## src/rtl/sat_counter.sv

```systemverilog
// sat_counter
// Saturating up-counter with synchronous clear, used as the checker error count.
//   clk   : clock, rising edge
//   rst_n : asynchronous active-low reset, clears the count
//   inc   : add one this cycle unless already at all-ones
//   clr   : synchronous clear, wins over inc
//   q     : current count
module sat_counter #(
    parameter int W = 16
) (
    input  logic         clk,
    input  logic         rst_n,
    input  logic         inc,
    input  logic         clr,
    output logic [W-1:0] q
);

    logic [W-1:0] count_q;
    logic [W-1:0] count_d;

    // Next count: clear first, then increment only while below all-ones so the
    // count sticks at its maximum instead of wrapping back to zero.
    always_comb begin
        count_d = count_q;
        if (clr) begin
            count_d = '0;
        end else if (inc && (count_q != '1)) begin
            count_d = count_q + W'(1);
        end
    end

    // Count register.
    always_ff @(posedge clk or negedge rst_n) begin
        if (!rst_n) begin
            count_q <= '0;
        end else begin
            count_q <= count_d;
        end
    end

    assign q = count_q;

endmodule

```

## config.mk

```make
export PLATFORM = sky130hd
export DESIGN_NAME = sat_counter
export DESIGN_NICKNAME = d
export VERILOG_FILES = /design/src/rtl/sat_counter.sv
export SDC_FILE = /design/constraint.sdc
export NUM_CORES = 1
export LEC_CHECK = 0
export ABC_AREA = 1
export CORE_UTILIZATION = 50
export CTS_BUF_LIST = sky130_fd_sc_hd__clkbuf_16
export CTS_CLUSTER_SIZE = 24
export DETAILED_ROUTE_END_ITERATION = 16
export GPL_ROUTABILITY_DRIVEN = 0
export PLACE_DENSITY = 0.76
export SYNTH_ARGS = -nofsm -noshare
export SYNTH_HDL_FRONTEND = slang
export SYNTH_SLANG_ARGS = --single-unit
```

## constraint.sdc

```tcl
create_clock -name clk -period 1.86 [get_ports clk]
set_input_delay 0.465 -clock clk [delete_from_list [all_inputs] [get_ports clk]]
set_output_delay 0.465 -clock clk [all_outputs]
set_load 0.02 [all_outputs]
```

After elaboration in Yosys (flattened, before gate mapping). Index checks and enable logic that the tools add are counted.

Output and inout bits: 16. Input bits: 4. Logic and storage cells: 7. Register bits after elaboration: 16.

$add $sub $neg: 1. Multiplexer cells: 2. Eq/ne operators: 1. Reduce and logical (&&, ||, !) cells: 2.

Operators by type and width (number): $mux 16 (2); $add 16x1->16 const B (1); $ne 16x16->1 const B (1); $reduce_bool 2->1 (1); $logic_and 1x1->1 (1).

Longest topological paths before layout. Gate-level depths: netlist of run 1.

Word-level depth: 4. Mapped depth: 10. Depth with buffers taken out: 9.

Least setup slack after synthesis of run 1. No wires, ideal clock.

Path type: register -> register. Start: reg count_q[1], in the netlist q[1]. End: reg count_q[7], in the netlist q[7]. Setup time: 0.066 ns. Data arrival time: 1.548 ns. Stages on the path, launching flop included: 11. Slack: 0.245 ns. Clock period less this slack: 1.615 ns. Path through: dfrtp_1 > ha_1 > nand2_2 > nor2_4 > nand2_4 > o21ai_4 > nand2_4 > inv_4 > buf_12 > nand2_1 > nand2_1.

Cells in the longest elaborated chain, start to end: 3. Elaborated cells on any way between the ends: 6. Those cells by class: add/sub (1); eq/ne (1); mux (2); reduce/logical (2).

RTL lines: from (decl) (line 18) `logic [W-1:0] count_q;`; from (signal assigned) (line 37) `count_q <= count_d;`; $add 16x1->16 / $ne 16x16->1 (equally long branches) (line 28, 27); $mux 16 / $logic_and 1x1->1 (equally long branches) (line 27) `end else if (inc && (count_q != '1)) begin`; $mux 16 / $reduce_bool 2->1 (equally long branches).

Several ways; a longest one is shown, not always the timed one. The select of a mux whose other input is x is not followed. A chain may end at the register's enable or synchronous reset.

Worst setup path after layout of run 1.
Start: reg count_q[11], in the netlist q[11]. End: out q[11].

RTL lines: to (decl) (line 15) `output logic [W-1:0] q`.

No word-level cell between the ends.

==> results of run 1 <==
-- where the power goes --
part	switching (W)	internal (W)
combinational	0.0000382	0.0000236
clock	0.000127	0.000282
sequential	0.00000442	0.000353
-- logic make-up after synthesis --
kind of cell             share of synthesized area [%]
AND/OR/NAND/NOR                                   42.8
buffers and inverters                             7.72
flip-flops                                        38.6
AO/OA/AOI/OAI                                     5.43
XOR/XNOR                                          4.22
adder cells (fa/ha/maj)                           1.21
-- cells in the mapped netlist --
| master | number | area share (%) |
|---|---|---|
| nand2_1 | 55 | 20 |
| nor2_4 | 2 | 2.2 |
| ha_1 | 1 | 1.2 |
| nand2_2 | 2 | 1.2 |
| nand4_1 | 9 | 5.4 |
| nand2_4 | 2 | 2.2 |
| inv_2 | 1 | 0.36 |
| nand3_1 | 12 | 5.8 |
| o21ai_4 | 1 | 1.6 |
| o21bai_1 | 2 | 1.4 |
| inv_4 | 1 | 0.60 |
| buf_12 | 1 | 1.9 |
| buf_2 | 1 | 0.48 |
| o21ai_0 | 4 | 1.9 |
| nor2_1 | 14 | 5.1 |
| a21oi_1 | 1 | 0.48 |
| xor2_1 | 3 | 2.5 |
| nor3_1 | 1 | 0.48 |
| xnor2_1 | 2 | 1.7 |
| inv_1 | 11 | 4.0 |
| buf_1 | 1 | 0.36 |
| or2_2 | 1 | 0.60 |
| dfrtp_1 | 16 | 39 |
-- metrics by stage --
| stage | util [%] | area (um^2) | hold slack [ns] | setup slack [ns] | total power, W |
|---|---|---|---|---|---|
| 3_5_place_dp | 64.0 | 1250 | 0.538 | 0.245 | 0.000425 |
| 3_3_place_gp | 64.0 | 1250 | 0.531 | 0.255 | 0.000425 |
| 2_1_floorplan | - | 1040 | 0.169 | 0.245 | 0.000397 |
| 4_1_cts | 67.8 | 1330 | 0.547 | 0.0371 | 0.000840 |
| 5_1_grt | 67.9 | 1330 | 0.579 | 0.0174 | 0.000857 |
| 6_report | 67.9 | 1330 | 0.542 | 0.0631 | 0.000828 |
-- metal layers --
metal	routed length (um)	GRT usage (%)
met1	1110	28.1
met2	1060	37.8
met5	0	0
met4	40	14.4
met3	54	3.77
-- area by class of cell --
class,instances,share of cell area [%]
multi-input cells,112,41.8
flip-flops and latches,16,30.0
inverters,13,3.85
well taps,27,2.54
clock buffers,3,5.63
repair buffers,22,16.2
-- worst register-to-register path: stages, from the launching register on --
cell,delay (ns)
dfrtp_1,0.40
ha_1,0.20
nand2_2,0.09
nor2_4,0.18
nand2_4,0.10
nor2_1,0.11
nor2_1,0.05
buf_4,0.17
nand3_1,0.07
o21ai_0,0.09
-- how the worst max path moves through the flow --
stage           from  endpoint  slack (ns)  depth (start not counted)
4_1_cts         q[7]      q[7]        0.04                          1
6_report       q[11]     q[11]        0.06                          1
3_3_place_gp     inc      q[0]        0.25                          6
2_1_floorplan   q[1]      q[7]        0.25                         10
5_1_grt        q[13]     q[13]        0.02                          1
3_5_place_dp     inc      q[0]        0.24                          6
==> flow_metrics.env, run 1 <==
export IMPL_via_count=968
export IMPL_regArea_um2=400
export IMPL_place_hpwl_mm=1.66
export IMPL_clock_path_buffers=2
export IMPL_fillCellCount=186
export IMPL_syn2layout_area_growth_pct=28.5
export IMPL_critPathRequiredTime_ns=1.39
export IMPL_dr_pass1_iters=4
export IMPL_irDropWorstVdd_uv=660
export IMPL_synth_distinct_cells=23
export IMPL_root_buffer="clkbuf_16"
export IMPL_r2r_start="q[1]"
export IMPL_finalMaxSlewViolations=0
export IMPL_grt_pass1_wl_mm=3.57
export IMPL_synth_net_count=149
export IMPL_max_cap_violations=0
export IMPL_crit_arrival_ns=1.33
export IMPL_wl_per_cell_um=11.7
export IMPL_clock_skew_ns=0.00507
export IMPL_post_cts_buffers=0
export IMPL_io_pins=20
export IMPL_critPathKind="reg2out"
export IMPL_fin_setup_tns_ns=0
export IMPL_worstSetupEndpointType="output port"
export IMPL_relSlewSlack_pct=72.3
export IMPL_grt_overflow=0
export IMPL_multi_input_area_um2=557
export IMPL_hold_path_class="in2async"
export IMPL_ys_ff_latch=16
export IMPL_yosysSeqAreaShare_pct=38.6
export IMPL_setup_violations=0
export IMPL_cts_made_buffers=3
export IMPL_finalCritPeriodShare_pct=96.6
export IMPL_crit_chain="clkdlybuf4s50_1"
export IMPL_start_kind="register"
export IMPL_via_per_inst=5.02
export IMPL_h_tree_depth=1
export IMPL_cts_resized=0
export IMPL_leakage_nw=0.641
export IMPL_syn_cell_area_um2=1040
export IMPL_final_common_cell="nand2_1"
export IMPL_synth_warning_count=0
export IMPL_clock_sinks=16
export IMPL_grt_max_degree=17
export IMPL_num_rows=16
export IMPL_fmax_mhz=557
export IMPL_grt_setup_unrepaired="false"
export IMPL_clock_latency_ns=0.25
export IMPL_final_cell_mix="nand2_1, clkdlybuf4s50_1, dfrtp_1, nor2_1, nand3_1"
export IMPL_drt_antenna_violating_nets=0
export IMPL_drtIter0Drc=19
export IMPL_final_hold_violation_count=0
export IMPL_fin_crit_ns=1.80
export IMPL_status="finished clean"
export IMPL_die_h_um=47.5
export IMPL_drive_above_1_share_pct=9.64
export IMPL_cp_max_fo=6
export IMPL_path_delay_family="buffers and inverters"
export IMPL_core_um2=1960
export IMPL_die_w_um=47.5
export IMPL_tightest_slew_ns=0.412
export IMPL_cp_slowest_stage_delay_ns=0.65
export IMPL_clkTransAtPathRegs_ns=0.05
export IMPL_syn_inst=144
export IMPL_crit_buf_inv=1
export IMPL_nets=173
export IMPL_synth_area_per_cell_um2=7.20
export IMPL_holdBufCountCts=0
export IMPL_floorplan_die_area_um2=2260
export IMPL_grt_total_usage_pct=23.0
export IMPL_power_density_nw_per_um2=621
export IMPL_regToRegSetupSlack_ns=0.27
export IMPL_placedCellCount=190
export IMPL_wl_mm=2.26
export IMPL_largest_reg_flops=16
export IMPL_drc=0
export IMPL_diodes=0
export IMPL_cts_tree="built"
export IMPL_grt_antenna_before_repair=0
export IMPL_r2r_end="q[0]"
export IMPL_port_buffers=19
export IMPL_worst_r2r_path_depth=9
export IMPL_fin_cells=193
export IMPL_first_global_vias=846
export IMPL_initial_core_util_pct=52.9
export IMPL_slowest_stage="clkdlybuf4s50_1"
No activity file was read; power rests on OpenSTA's default activity.
==> run 2, diff against run 1 <==
--- a/config.mk
+++ b/config.mk
@@ -6,12 +6,13 @@
 export NUM_CORES = 1
 export LEC_CHECK = 0
 export ABC_AREA = 1
-export CORE_UTILIZATION = 50
+export CORE_UTILIZATION = 60
 export CTS_BUF_LIST = sky130_fd_sc_hd__clkbuf_16
 export CTS_CLUSTER_SIZE = 24
 export DETAILED_ROUTE_END_ITERATION = 16
+export DONT_BUFFER_PORTS = 1
 export GPL_ROUTABILITY_DRIVEN = 0
-export PLACE_DENSITY = 0.76
+export PLACE_DENSITY = 0.75
 export SYNTH_ARGS = -nofsm -noshare
 export SYNTH_HDL_FRONTEND = slang
 export SYNTH_SLANG_ARGS = --single-unit
==> constraint.sdc (replaced) <==
create_clock -name clk -period 1.95 [get_ports clk]
set_input_delay 0.4875 -clock clk [delete_from_list [all_inputs] [get_ports clk]]
set_output_delay 0.4875 -clock clk [all_outputs]
set_load 0.02 [all_outputs]
==> run 2 against run 1 <==
  * Sequential cell count unchanged
  * Clock skew fell by 0.0035 ns
  * Clock power is 5% lower
  * Wire length up 9.3%
  * Largest cell class unchanged
  * Final cell count down 8.3%
  * Non-clock buffer count down 5
  * Total power shrank 5.9%
  * Worst setup slack better by 0.11 ns
  * Via count is 3.8% higher
  * Largest power group unchanged
  * The flow now finishes with violations (DRC)
  * Combinational power down 18%
  * Cell area down 7.2%
==> flow_metrics.env, run 2 (same netlist as run 1, synthesis figures left out) <==
export IMPL_status="finished, violations left"
export IMPL_violations="DRC"
export IMPL_dr_pass1_iters=10
export IMPL_max_cap_violations=0
export IMPL_cts_tree="built"
export IMPL_crit_arrival_ns=1.95
export IMPL_io_pins=20
export IMPL_grt_max_degree=17
export IMPL_fin_setup_tns_ns=0
export IMPL_clock_path_buffers=2
export IMPL_final_area_um2=1240
export IMPL_clock_latency_ns=0.24
export IMPL_grt_setup_unrepaired="false"
export IMPL_final_cell_mix="nand2_1, buf_4, dfrtp_1, nor2_1, nand3_1"
export IMPL_largest_reg_flops=16
export IMPL_crit_buf_inv=0
export IMPL_crit_chain="ha_1 -> nand2_2 -> nor2_4 -> nand2_4 -> nor2_1 -> nor2_2 -> nand4_1 -> nand2_1"
export IMPL_core_um2=1560
export IMPL_critPathRequiredTime_ns=2.13
export IMPL_start_kind="register"
export IMPL_irDropWorstVdd_uv=621
export IMPL_final_util_pct=79.3
export IMPL_drtIter0Drc=41
export IMPL_relSlewSlack_pct=51.1
export IMPL_finalCritPeriodShare_pct=91.0
export IMPL_final_hold_violation_count=0
export IMPL_slowest_stage="nor2_2"
export IMPL_h_tree_depth=1
export IMPL_cp_max_fo=13
export IMPL_grt_overflow=0
export IMPL_hold_path_class="in2reg"
export IMPL_root_buffer="clkbuf_16"
export IMPL_die_w_um=43.6
export IMPL_initial_core_util_pct=66.5
export IMPL_grt_antenna_before_repair=0
export IMPL_floorplan_die_area_um2=1900
export IMPL_fin_crit_ns=1.77
export IMPL_drt_antenna_violating_nets=0
export IMPL_path_delay_family="simple AND/OR/NAND/NOR gates"
export IMPL_finalMaxSlewViolations=0
export IMPL_wl_mm=2.47
export IMPL_power_w=0.000779
export IMPL_diodes=0
export IMPL_num_rows=14
export IMPL_final_common_cell="nand2_1"
export IMPL_place_hpwl_mm=1.79
export IMPL_critPathKind="reg2reg"
export IMPL_clkTransAtPathRegs_ns=0.05
export IMPL_tightest_slew_ns=0.731
export IMPL_via_count=1005
export IMPL_leakage_nw=0.633
export IMPL_power_density_nw_per_um2=630
export IMPL_grt_pass1_wl_mm=4.30
export IMPL_syn2layout_area_growth_pct=19.2
export IMPL_cp_slowest_stage_delay_ns=0.42
export IMPL_clock_sinks=16
export IMPL_port_buffers=0
export IMPL_drc=6
export IMPL_hold_slack_ns=0.413
export IMPL_fillCellCount=112
export IMPL_worstSetupEndpointType="register"
export IMPL_clock_skew_ns=0.00157
export IMPL_wl_per_cell_um=13.9
export IMPL_post_cts_buffers=0
export IMPL_first_global_vias=979
export IMPL_nets=168
export IMPL_grt_total_usage_pct=30.6
export IMPL_cts_made_buffers=3
export IMPL_fmax_mhz=564
export IMPL_setup_violations=0
export IMPL_drive_above_1_share_pct=18.6
export IMPL_die_h_um=43.6
export IMPL_via_per_inst=5.68
export IMPL_placed_cell_area_um2=1150
==> run 2: changes by cell type in the layout (fill, tap and decap cells not counted) <==
cell,delta
nor2_2,+1
clkdlybuf4s50_1,-18
buf_4,+13
dlygate4sd3_1,+1
nor2_1,-1
dlymetal6s2s_1,-1
==> run 2: repair_timing <==
| action | 4_1_cts | 5_1_grt |
|---|---|---|
| endpoints found under the setup margin | 1 | 0 |
| gates resized for setup | 1 | 0 |
| endpoints found under the hold margin | 16 | 0 |
| hold buffers | 1 | 0 |
==> run 2: metrics by stage <==
| step | worst slack [ns] | cells |
|---|---|---|
| floorplan | 0.335 | 144 |
| global placement | 0.0916 | 173 |
| detailed placement | -0.0318 | 173 |
| CTS | 0.191 | 177 |
| global route | 0.0746 | 177 |
| finish | 0.176 | 177 |
==> run 2: path summary, 6_finish.rpt <==
| kind | from | end | slack (ns) | cells past startpoint |
|---|---|---|---|---|
| max | q[0] | q[8] | 0.18 | 8 |
| min | clr | q[4] | 0.41 | 3 |
| max reg2reg | q[0] | q[8] | 0.18 | 8 |
| min reg2reg | q[3] | q[3] | 0.62 | 2 |
| max in group asynchronous | rst_n | q[14] | 0.74 | 1 |
| min in group asynchronous | rst_n | q[8] | 0.75 | 1 |
==> run 2: cell type report <==
cell class                 instances  area [um^2]  share of cell area [%]
tap                               16         20.0                    1.62
sequential                        16          400                    32.4
multi-input combinational        112          559                    45.2
inverter                          13         51.3                    4.15
clock buffer                       3         75.1                    6.07
timing repair buffer              17          130                    10.5
==> run 2: where the power goes <==
part	leakage, nW	switching (W)	internal [W]
clock	0.0370	0.000121	0.000269
combinational	0.374	0.0000368	0.0000139
sequential	0.222	0.00000204	0.000336
total	0.633	0.000160	0.000619
==> run 2: routing by layer <==
layer  vias up  wire (um)  global-route usage [%]
li1        499          -                       -
met1       462       1080                    40.7
met2        40       1170                    48.1
met3         4        194                    7.08
met4         0         26                    12.5
met5         -          0                       0
==> run 2: worst reg2reg max path: stages (launching register included) <==
cell,delay [ns]
dfrtp_1,0.38
ha_1,0.21
nand2_2,0.11
nor2_4,0.06
nand2_4,0.09
nor2_1,0.07
nor2_2,0.42
nand4_1,0.24
nand2_1,0.12
==> run 3, diff against run 2 <==
--- a/config.mk
+++ b/config.mk
@@ -12,7 +12,9 @@
 export DETAILED_ROUTE_END_ITERATION = 16
 export DONT_BUFFER_PORTS = 1
 export GPL_ROUTABILITY_DRIVEN = 0
+export GPL_TIMING_DRIVEN = 0
 export PLACE_DENSITY = 0.75
+export SKIP_LAST_GASP = 1
 export SYNTH_ARGS = -nofsm -noshare
 export SYNTH_HDL_FRONTEND = slang
 export SYNTH_SLANG_ARGS = --single-unit
==> run 3 against run 2 <==
  * The flow still finishes with violations (DRC)
  * Combinational power is 11% lower
  * Clock power rose by 3%
  * Register-to-register slack lost 0.04 ns
  * Fmax shrank 2.4%
  * Sequential share of layout area is 2.4 points higher
  * Utilization decreased by 5.5 points
  * Total power is 1.6% higher
  * Count of clock-buffer cells in the layout unchanged
  * Non-clock buffer count fell by 13
  * First-iteration DRC count is 22% lower
==> flow_metrics.env, run 3 (same netlist as run 1, synthesis figures left out) <==
export IMPL_status="finished, violations left"
export IMPL_violations="DRC"
export IMPL_critPathKind="reg2reg"
export IMPL_drt_met1_wl_um=993
export IMPL_num_rows=14
export IMPL_via_per_inst=5.78
export IMPL_leakage_nw=0.562
export IMPL_root_buffer="clkbuf_16"
export IMPL_drive_above_1_share_pct=10.7
export IMPL_irDropWorstVdd_uv=497
export IMPL_via_count=953
export IMPL_core_um2=1560
export IMPL_clock_sinks=16
export IMPL_final_hold_violation_count=0
export IMPL_clock_latency_ns=0.25
export IMPL_port_buffers=0
export IMPL_p_sw_share_pct=21.3
export IMPL_grt_max_degree=17
export IMPL_die_h_um=43.6
export IMPL_clkPwrFrac_pct=50.7
export IMPL_drt_antenna_violating_nets=0
export IMPL_clock_path_buffers=2
export IMPL_tightest_slew_ns=0.726
export IMPL_seq_power_share_pct=43.6
export IMPL_top_layer="met4"
export IMPL_net_switching_power_w=0.000169
export IMPL_dr_pass1_iters=10
export IMPL_wl_met3_um=192
export IMPL_max_cap_violations=0
export IMPL_finalCritPeriodShare_pct=93.2
export IMPL_grt_setup_unrepaired="false"
export IMPL_die_w_um=43.6
export IMPL_fillCellCount=114
export IMPL_power_density_nw_per_um2=688
export IMPL_clock_skew_ns=0.00194
export IMPL_grt_antenna_before_repair=0
export IMPL_placedCellCount=160
export IMPL_grt_overflow=0
export IMPL_finalMaxSlewViolations=0
export IMPL_cts_made_buffers=3
export IMPL_combinationalPowerShare_pct=5.7
export IMPL_post_cts_buffers=0
export IMPL_start_kind="register"
export IMPL_setup_violations=0
export IMPL_initial_core_util_pct=66.5
export IMPL_drc=6
export IMPL_final_cell_mix="nand2_1, dfrtp_1, nor2_1, nand3_1, inv_1"
export IMPL_nets=155
export IMPL_io_pins=20
export IMPL_grt_pass1_wl_mm=3.82
export IMPL_relSlewSlack_pct=51.5
export IMPL_wl_per_cell_um=14.5
export IMPL_clkTransAtPathRegs_ns=0.05
export IMPL_floorplan_die_area_um2=1900
export IMPL_fin_crit_ns=1.82
export IMPL_fin_setup_tns_ns=0
export IMPL_syn2layout_area_growth_pct=11.0
export IMPL_fin_cells=165
export IMPL_final_common_cell="nand2_1"
export IMPL_worstSetupEndpointType="register"
export IMPL_diodes=0
export IMPL_wl_met2_mm=1.15
export IMPL_fmax_mhz=550
export IMPL_hold_path_class="in2reg"
export IMPL_wl_mm=2.39
export IMPL_first_global_vias=867
export IMPL_h_tree_depth=1
export IMPL_cp_max_fo=10
export IMPL_largest_reg_flops=16
export IMPL_critPathRequiredTime_ns=2.08
export IMPL_crit_arrival_ns=1.95
export IMPL_grt_total_usage_pct=27.5
export IMPL_place_hpwl_mm=1.64
export IMPL_cts_tree="built"
export IMPL_drtIter0Drc=32
export IMPL_p_int_w=0.000623
==> run 3: changes by cell type in the layout (fill, tap and decap cells not counted) <==
cell,delta
buf_4,-16
buf_12,+1
clkinv_1,+1
buf_1,+1
clkbuf_4,+1
==> run 3: routing by layer <==
layer | vias to the layer above | global-route usage [%]
met4 | 0 | 13.1
met3 | 7 | 5.42
met5 | - | 0
met2 | 40 | 43.0
met1 | 433 | 36.6
li1 | 473 | -
==> run 3: area by class of cell <==
type | count | area, um^2 | area share (%)
Sequential cell | 16 | 400 | 34.8
Clock buffer | 3 | 75.1 | 6.52
Buffer | 3 | 31.3 | 2.72
Tap cell | 16 | 20.0 | 1.74
Multi-Input combinational cell | 112 | 559 | 48.6
Inverter | 13 | 51.3 | 4.46
Clock inverter | 1 | 3.75 | 0.326
Timing Repair Buffer | 1 | 10.0 | 0.870
==> run 3: worst paths after layout <==
check / start / to / slack (ns) / depth (start not counted)
worst max-delay path: q[1] / q[8] / 0.13 / 9
worst min-delay path: clr / q[4] / 0.42 / 3
worst max register to register: q[1] / q[8] / 0.13 / 9
max in group asynchronous: rst_n / q[10] / 0.75 / 1
worst min register to register: q[9] / q[9] / 0.67 / 2
min in group asynchronous: rst_n / q[6] / 0.74 / 1
==> run 3: per-stage QoR <==
step	hold WS (ns)	setup WS [ns]	util (%)	area (um^2)	power, W
final	0.420	0.133	73.8	1150	0.000792
after global routing	0.434	0.0147	73.8	1150	0.000811
after CTS	0.423	0.0699	73.5	1150	0.000793
after detailed placement	0.192	0.0828	67.8	1060	0.000387
after global placement	0.192	0.133	67.8	1060	0.000387
after floorplan	0.192	0.335	-	1040	0.000378
==> run 3: power groups by stage <==
stage	clock network (W)	registers, W	logic, W
final	0.000401	0.000345	0.0000453
after global routing	0.000415	0.000345	0.0000504
after CTS	0.000402	0.000345	0.0000448
after detailed placement	0	0.000351	0.0000361
after global placement	0	0.000351	0.0000359
after floorplan	0	0.000350	0.0000286
==> run 3: critical path, stage by stage (launching register included) <==
cell	delay (ns)
dfrtp_1	0.51
ha_1	0.24
nand2_2	0.10
nor2_4	0.19
nand2_4	0.09
nor2_1	0.14
nor2_2	0.07
clkbuf_4	0.19
nand4_1	0.10
nand2_1	0.07
==> run 3: timing repair <==
item                                    4_1_cts  5_1_grt
resized for setup                             0        2
endpoints found under the hold margin        16        0
endpoints found under the setup margin        0        9
hold buffers                                  1        0
